`src/rtl/dec_fwd_regfile.sv`:
```
// Decode-stage operand unit: register file with E/M/W forwarding, write-through,
// load-use / RAW interlock detection and stall statistics.
module dec_fwd_regfile #(
  parameter int unsigned XLEN    = 32,
  parameter int unsigned NREG    = 32,
  parameter int unsigned NRP     = 2,
  parameter bit          FWD_EN  = 1'b1,
  parameter bit          ZERO_R0 = 1'b1,
  localparam int unsigned AW     = (NREG > 1) ? $clog2(NREG) : 1
) (
  input  logic                clk,
  input  logic                rst,
  input  logic                i_valid_d,
  input  logic [NRP-1:0]      i_re,
  input  logic [NRP*AW-1:0]   i_ra,
  input  logic                i_we_e,
  input  logic [AW-1:0]       i_wa_e,
  input  logic                i_isload_e,
  input  logic [XLEN-1:0]     i_aluout_e,
  input  logic                i_we_m,
  input  logic [AW-1:0]       i_wa_m,
  input  logic                i_isload_m,
  input  logic [XLEN-1:0]     i_aluout_m,
  input  logic [XLEN-1:0]     i_dmem_rdata_m,
  input  logic                i_we_w,
  input  logic [AW-1:0]       i_wa_w,
  input  logic [XLEN-1:0]     i_wdata_w,
  output logic [NRP*XLEN-1:0] o_rd,
  output logic                o_stall,
  output logic                o_flush_e,
  output logic [1:0]          o_stall_cause,
  output logic [15:0]         o_stall_cnt
);

  localparam int unsigned CNT_W = 16;

  logic [XLEN-1:0]  r_regs [NREG];
  logic [1:0]       r_stall_cause;
  logic [CNT_W-1:0] r_stall_cnt;

  logic             w_wr_en;
  logic [NRP-1:0]   w_hz_lu;
  logic [NRP-1:0]   w_hz_raw;
  logic             w_any_lu;
  logic             w_any_raw;
  logic             w_stall;

  assign w_wr_en = i_we_w
                 && !(ZERO_R0 && (i_wa_w == '0))
                 && (32'(i_wa_w) < NREG);

  // Architectural register file, written from the W stage.
  always_ff @(posedge clk or posedge rst) begin
    if (rst) begin
      for (int i = 0; i < NREG; i++) begin
        r_regs[i] <= '0;
      end
    end else if (w_wr_en) begin
      r_regs[i_wa_w] <= i_wdata_w;
    end
  end

  // Per read port: forwarding mux (youngest producer wins) and hazard detection.
  for (genvar k = 0; k < NRP; k++) begin : g_port
    logic [AW-1:0]   w_addr;
    logic            w_zero;
    logic            w_in_range;
    logic            w_match_e;
    logic            w_match_m;
    logic            w_match_w;
    logic [XLEN-1:0] w_data;

    assign w_addr     = i_ra[k*AW +: AW];
    assign w_zero     = ZERO_R0 && (w_addr == '0);
    assign w_in_range = (32'(w_addr) < NREG);
    assign w_match_e  = i_we_e && (i_wa_e == w_addr);
    assign w_match_m  = i_we_m && (i_wa_m == w_addr);
    assign w_match_w  = i_we_w && (i_wa_w == w_addr);

    always_comb begin
      w_data = '0;
      if (w_zero) begin
        w_data = '0;
      end else if (FWD_EN && w_match_e && !i_isload_e) begin
        w_data = i_aluout_e;
      end else if (FWD_EN && w_match_m) begin
        w_data = i_isload_m ? i_dmem_rdata_m : i_aluout_m;
      end else if (w_match_w) begin
        w_data = i_wdata_w;
      end else if (w_in_range) begin
        w_data = r_regs[w_addr];
      end
    end

    assign o_rd[k*XLEN +: XLEN] = w_data;

    // With forwarding only a load in E cannot be bypassed; without it any E/M producer blocks.
    assign w_hz_lu[k]  = FWD_EN && i_re[k] && !w_zero && w_match_e && i_isload_e;
    assign w_hz_raw[k] = !FWD_EN && i_re[k] && !w_zero && (w_match_e || w_match_m);
  end

  assign w_any_lu  = |w_hz_lu;
  assign w_any_raw = |w_hz_raw;
  assign w_stall   = !rst && i_valid_d && (w_any_lu || w_any_raw);

  assign o_stall   = w_stall;
  assign o_flush_e = w_stall;

  // Stall cause (one-cycle lag) and saturating stall counter.
  always_ff @(posedge clk or posedge rst) begin
    if (rst) begin
      r_stall_cause <= 2'd0;
      r_stall_cnt   <= '0;
    end else begin
      if (!w_stall) begin
        r_stall_cause <= 2'd0;
      end else if (w_any_lu) begin
        r_stall_cause <= 2'd1;
      end else begin
        r_stall_cause <= 2'd2;
      end
      if (w_stall && (r_stall_cnt != {CNT_W{1'b1}})) begin
        r_stall_cnt <= r_stall_cnt + CNT_W'(1);
      end
    end
  end

  assign o_stall_cause = r_stall_cause;
  assign o_stall_cnt   = r_stall_cnt;

endmodule

```
`config.mk`:
```
export PLATFORM = sky130hd
export DESIGN_NAME = dec_fwd_regfile
export DESIGN_NICKNAME = d
export VERILOG_FILES = /design/src/rtl/dec_fwd_regfile.sv
export SDC_FILE = /design/constraint.sdc
export NUM_CORES = 2
export LEC_CHECK = 0
export CAP_MARGIN = 20
export CORE_MARGIN = 3
export CORE_UTILIZATION = 25
export CTS_CLUSTER_DIAMETER = 100
export DETAILED_ROUTE_END_ITERATION = 10
export GPL_TIMING_DRIVEN = 0
export HOLD_SLACK_MARGIN = 0.02
export PLACE_DENSITY = 0.39
export RECOVER_POWER = 100
export SLEW_MARGIN = 20
export SYNTH_ARGS = -nofsm -noshare
export SYNTH_HDL_FRONTEND = slang
export SYNTH_SLANG_ARGS = --single-unit
```
`constraint.sdc`:
```
create_clock -name clk -period 98.1 [get_ports clk]
set_input_delay 24.525 -clock clk [delete_from_list [all_inputs] [get_ports clk]]
set_output_delay 24.525 -clock clk [all_outputs]
set_load 0.005 [all_outputs]
```
==> results.cfg <==
[critical_path]
reg2reg_from = o_stall_cnt[4]
cp_cell_sequence = dlygate4sd3_1, clkinvlp_2, clkbuf_1, clkbuf_1, clkbuf_1, o2111ai_1, clkbuf_1, inv_1, buf_4, dlygate4sd3_1
required_ps = 73570
worstPathArrival_ps = 40700
path_common_cell = clkbuf_1
slowest_delay_ps = 3940
cp-start-kind = input pin
r2r-end = o_stall_cnt[10]
crit_buf_inv = 9
crit_fanout = 98
crit_path_end = o_stall
r2r_slack_ps = 95710
crit_path_end_kind = output pin
worstSetupPathType = in2out
crit_family = buffers and inverters
crit_slowest_cell = clkbuf_1
cp-startpoint = rst
worstRegToRegCells = 8
cp.depth = 10

[finish]
layout-drive-gt1-share = 0.419
fin_nets = 4592
fin_area_sq_um = 68600
area_growth_pct = 18.6

[die]
core_area_sq_um = 229000
die_w_um = 487
dieHeight_um = 487
io_pins = 247
dieArea_sq_um = 237000
core.rowCount = 175
start_util = 0.253

[placed_design]
gp_congestion = 1.03
io_buffer_count = 231
dp_hpwl_mm = 241
placed_area_sq_um = 64600
post-place-ws_ps = 43510

[synth]
ys_seq_area_frac = 0.451
synth_warnings = 0
synth_edf_count = 0
synth_area_per_cell_sq_um = 14.3
syn_area_sq_um = 57800
postSynthCellCount = 4034
synth_ff_type = dfrtp_1
synth_cell_type_count = 59
synth-seq-cells = 1042
syn_nets = 4198
synthArstFlopShare = 1.00

[timing]
period_share = 0.665
rsz0062_at_grt = false
relSlewSlack = -2.74
hold_violations = 0
worstMarginPinSlew_ps = 5620
layout_min_cycle_time_ps = 65230
clock-skew-final_ps = 1.82
fmax_mhz = 15.3
timing.hold.ws_ps = 481
fin_ws_ps = 32870
setup_violations = 0
fin_setup_tns_ps = 0
slew_viol_final = 1201

[cts]
clk_latency_ps = 780
post_cts_buffers = 0
post_cts_resized = 0
cts_buffers = 135
clock_path_buffers = 3
htree_levels = 4
cts_tree = done
clkTransAtPathRegs_ps = 60
holdBufCountCts = 0
root_buffer = clkbuf_16
clock-sinks = 1042

[global_route]
grt_overflow_total = 0
first_global_vias = 42511
grt.total_usage = 0.275
grt_max_degree = 100
antenna_found_initial = 40
grt_pass1_wl_mm = 431

[drt]
route.antenna.remaining_nets = 0
drc = 0
vias_per_cell = 5.62
drt_first_pass_iters = 6
wl_mm = 331
wire_per_inst_um = 43.8
vias = 42417
first_iter_violations = 4272

[run_status]
violations = capacitance limit, slew limit
status = finished with violations

[pwr]
powerDensity_nw_per_um2 = 20.6
p_leak_nw = 28.8
vdd_drop_max_uv = 15.4

[min_path]
min_path_cells = 1
min_path_type = reg2reg
hold_start = r_regs[1001]

[flow_run]
drv_cap = 26
[metrics by stage]
step	utilization	total power (W)	std cells
after floorplan	-	0.000762	4034
after global placement	0.279	0.000901	7274
after detailed placement	0.283	0.000907	7300
after CTS	0.302	0.00142	7536
after global routing	0.300	0.00146	7539
final	0.300	0.00142	7554
[synth_stat cells, types with 9 or more instances]
master	instances	area share
buf_4	57	0.0074
buf_1	53	0.0034
mux2i_1	273	0.047
o221ai_1	20	0.0030
buf_6	20	0.0039
dfrtp_1	1042	0.45
xor2_1	26	0.0039
a211oi_1	23	0.0030
nor2_1	62	0.0040
o21ai_0	85	0.0074
nand2_1	85	0.0055
nand3b_1	9	0.0012
and3_1	12	0.0013
buf_2	110	0.0095
o21ai_1	10	0.00087
a221oi_1	45	0.0068
a22oi_1	113	0.015
nor2b_1	18	0.0019
a211o_1	12	0.0018
a31oi_1	17	0.0018
nor3_1	19	0.0016
clkbuf_1	215	0.014
mux2_2	1027	0.20
a21oi_1	81	0.0070
mux4_2	460	0.18
nand3_1	23	0.0020
nor4_1	11	0.0012
xnor2_1	19	0.0029
[layer usage]
metal,share of wire,GRT usage,up-vias
met5,0,0,-
met4,0.064,0.143,0
met3,0.064,0.0571,567
met2,0.46,0.436,1927
met1,0.41,0.354,23504
li1,-,-,16419
[registers in the layout (all words and copies together) (netlist names)]
register,cells
o_stall_cnt,16
r_regs,1024
o_stall_cause,2
[cell usage in the layout, fill, tap and decap left out, types with 13 or more instances in the layout]
cell and count:
a211oi_1 23, a21oi_1 81, a221oi_1 45, a22oi_1 113
a31oi_1 17, buf_2 83, buf_4 56, buf_6 20
clkbuf_1 319, clkbuf_16 140, clkbuf_2 24, clkbuf_8 29
clkdlybuf4s50_1 164, clkinv_2 13, dfrtp_1 1042, diode_2 18
dlygate4sd3_1 67, mux2_2 1027, mux2i_1 273, mux4_2 460
nand2_1 84, nand3_1 23, nor2_1 60, nor2b_1 16
nor3_1 26, o21ai_0 87, o221ai_1 20, xnor2_1 19
xor2_1 26
[power by group]
group / switching, W / leakage [nW] / total (W) / internal (W)
Sequential: 0.0000646 / 13.4 / 0.000575 / 0.000511
Clock: 0.000209 / 2.18 / 0.000510 / 0.000301
Combinational: 0.000164 / 13.2 / 0.000330 / 0.000166
Total: 0.000437 / 28.8 / 0.00142 / 0.000978
[layout make-up]
type	instances	area, sq um
fillers	23046	160000
diodes	18	45.0
plain buffers	455	2190
well taps	3009	3760
flip-flops and latches	1042	26100
repair buffers	257	2600
clock inverters	32	387
inverters	6	23.8
clock buffers	204	4030
multi-input cells	2531	29500
[worst min-delay path by stage]
stage | to | slack, ps
after floorplan | r_regs[1000] | 440
after global placement | r_regs[1021] | 460
after detailed placement | r_regs[994] | 470
after CTS | r_regs[993] | 480
after global routing | r_regs[995] | 490
final | r_regs[1001] | 480
[kinds of logic after synthesis]
family	Yosys count	synth area share
XOR/XNOR	45	0.00681
AND/OR/NAND/NOR	290	0.0261
buffers and inverters	461	0.0386
flip-flops	1042	0.451
multiplexers	1761	0.426
adder cells (fa/ha/maj)	1	0.000216
other	1	0.0000648
AO/OA/AOI/OAI	433	0.0510
(Power assumes the default switching activity.)
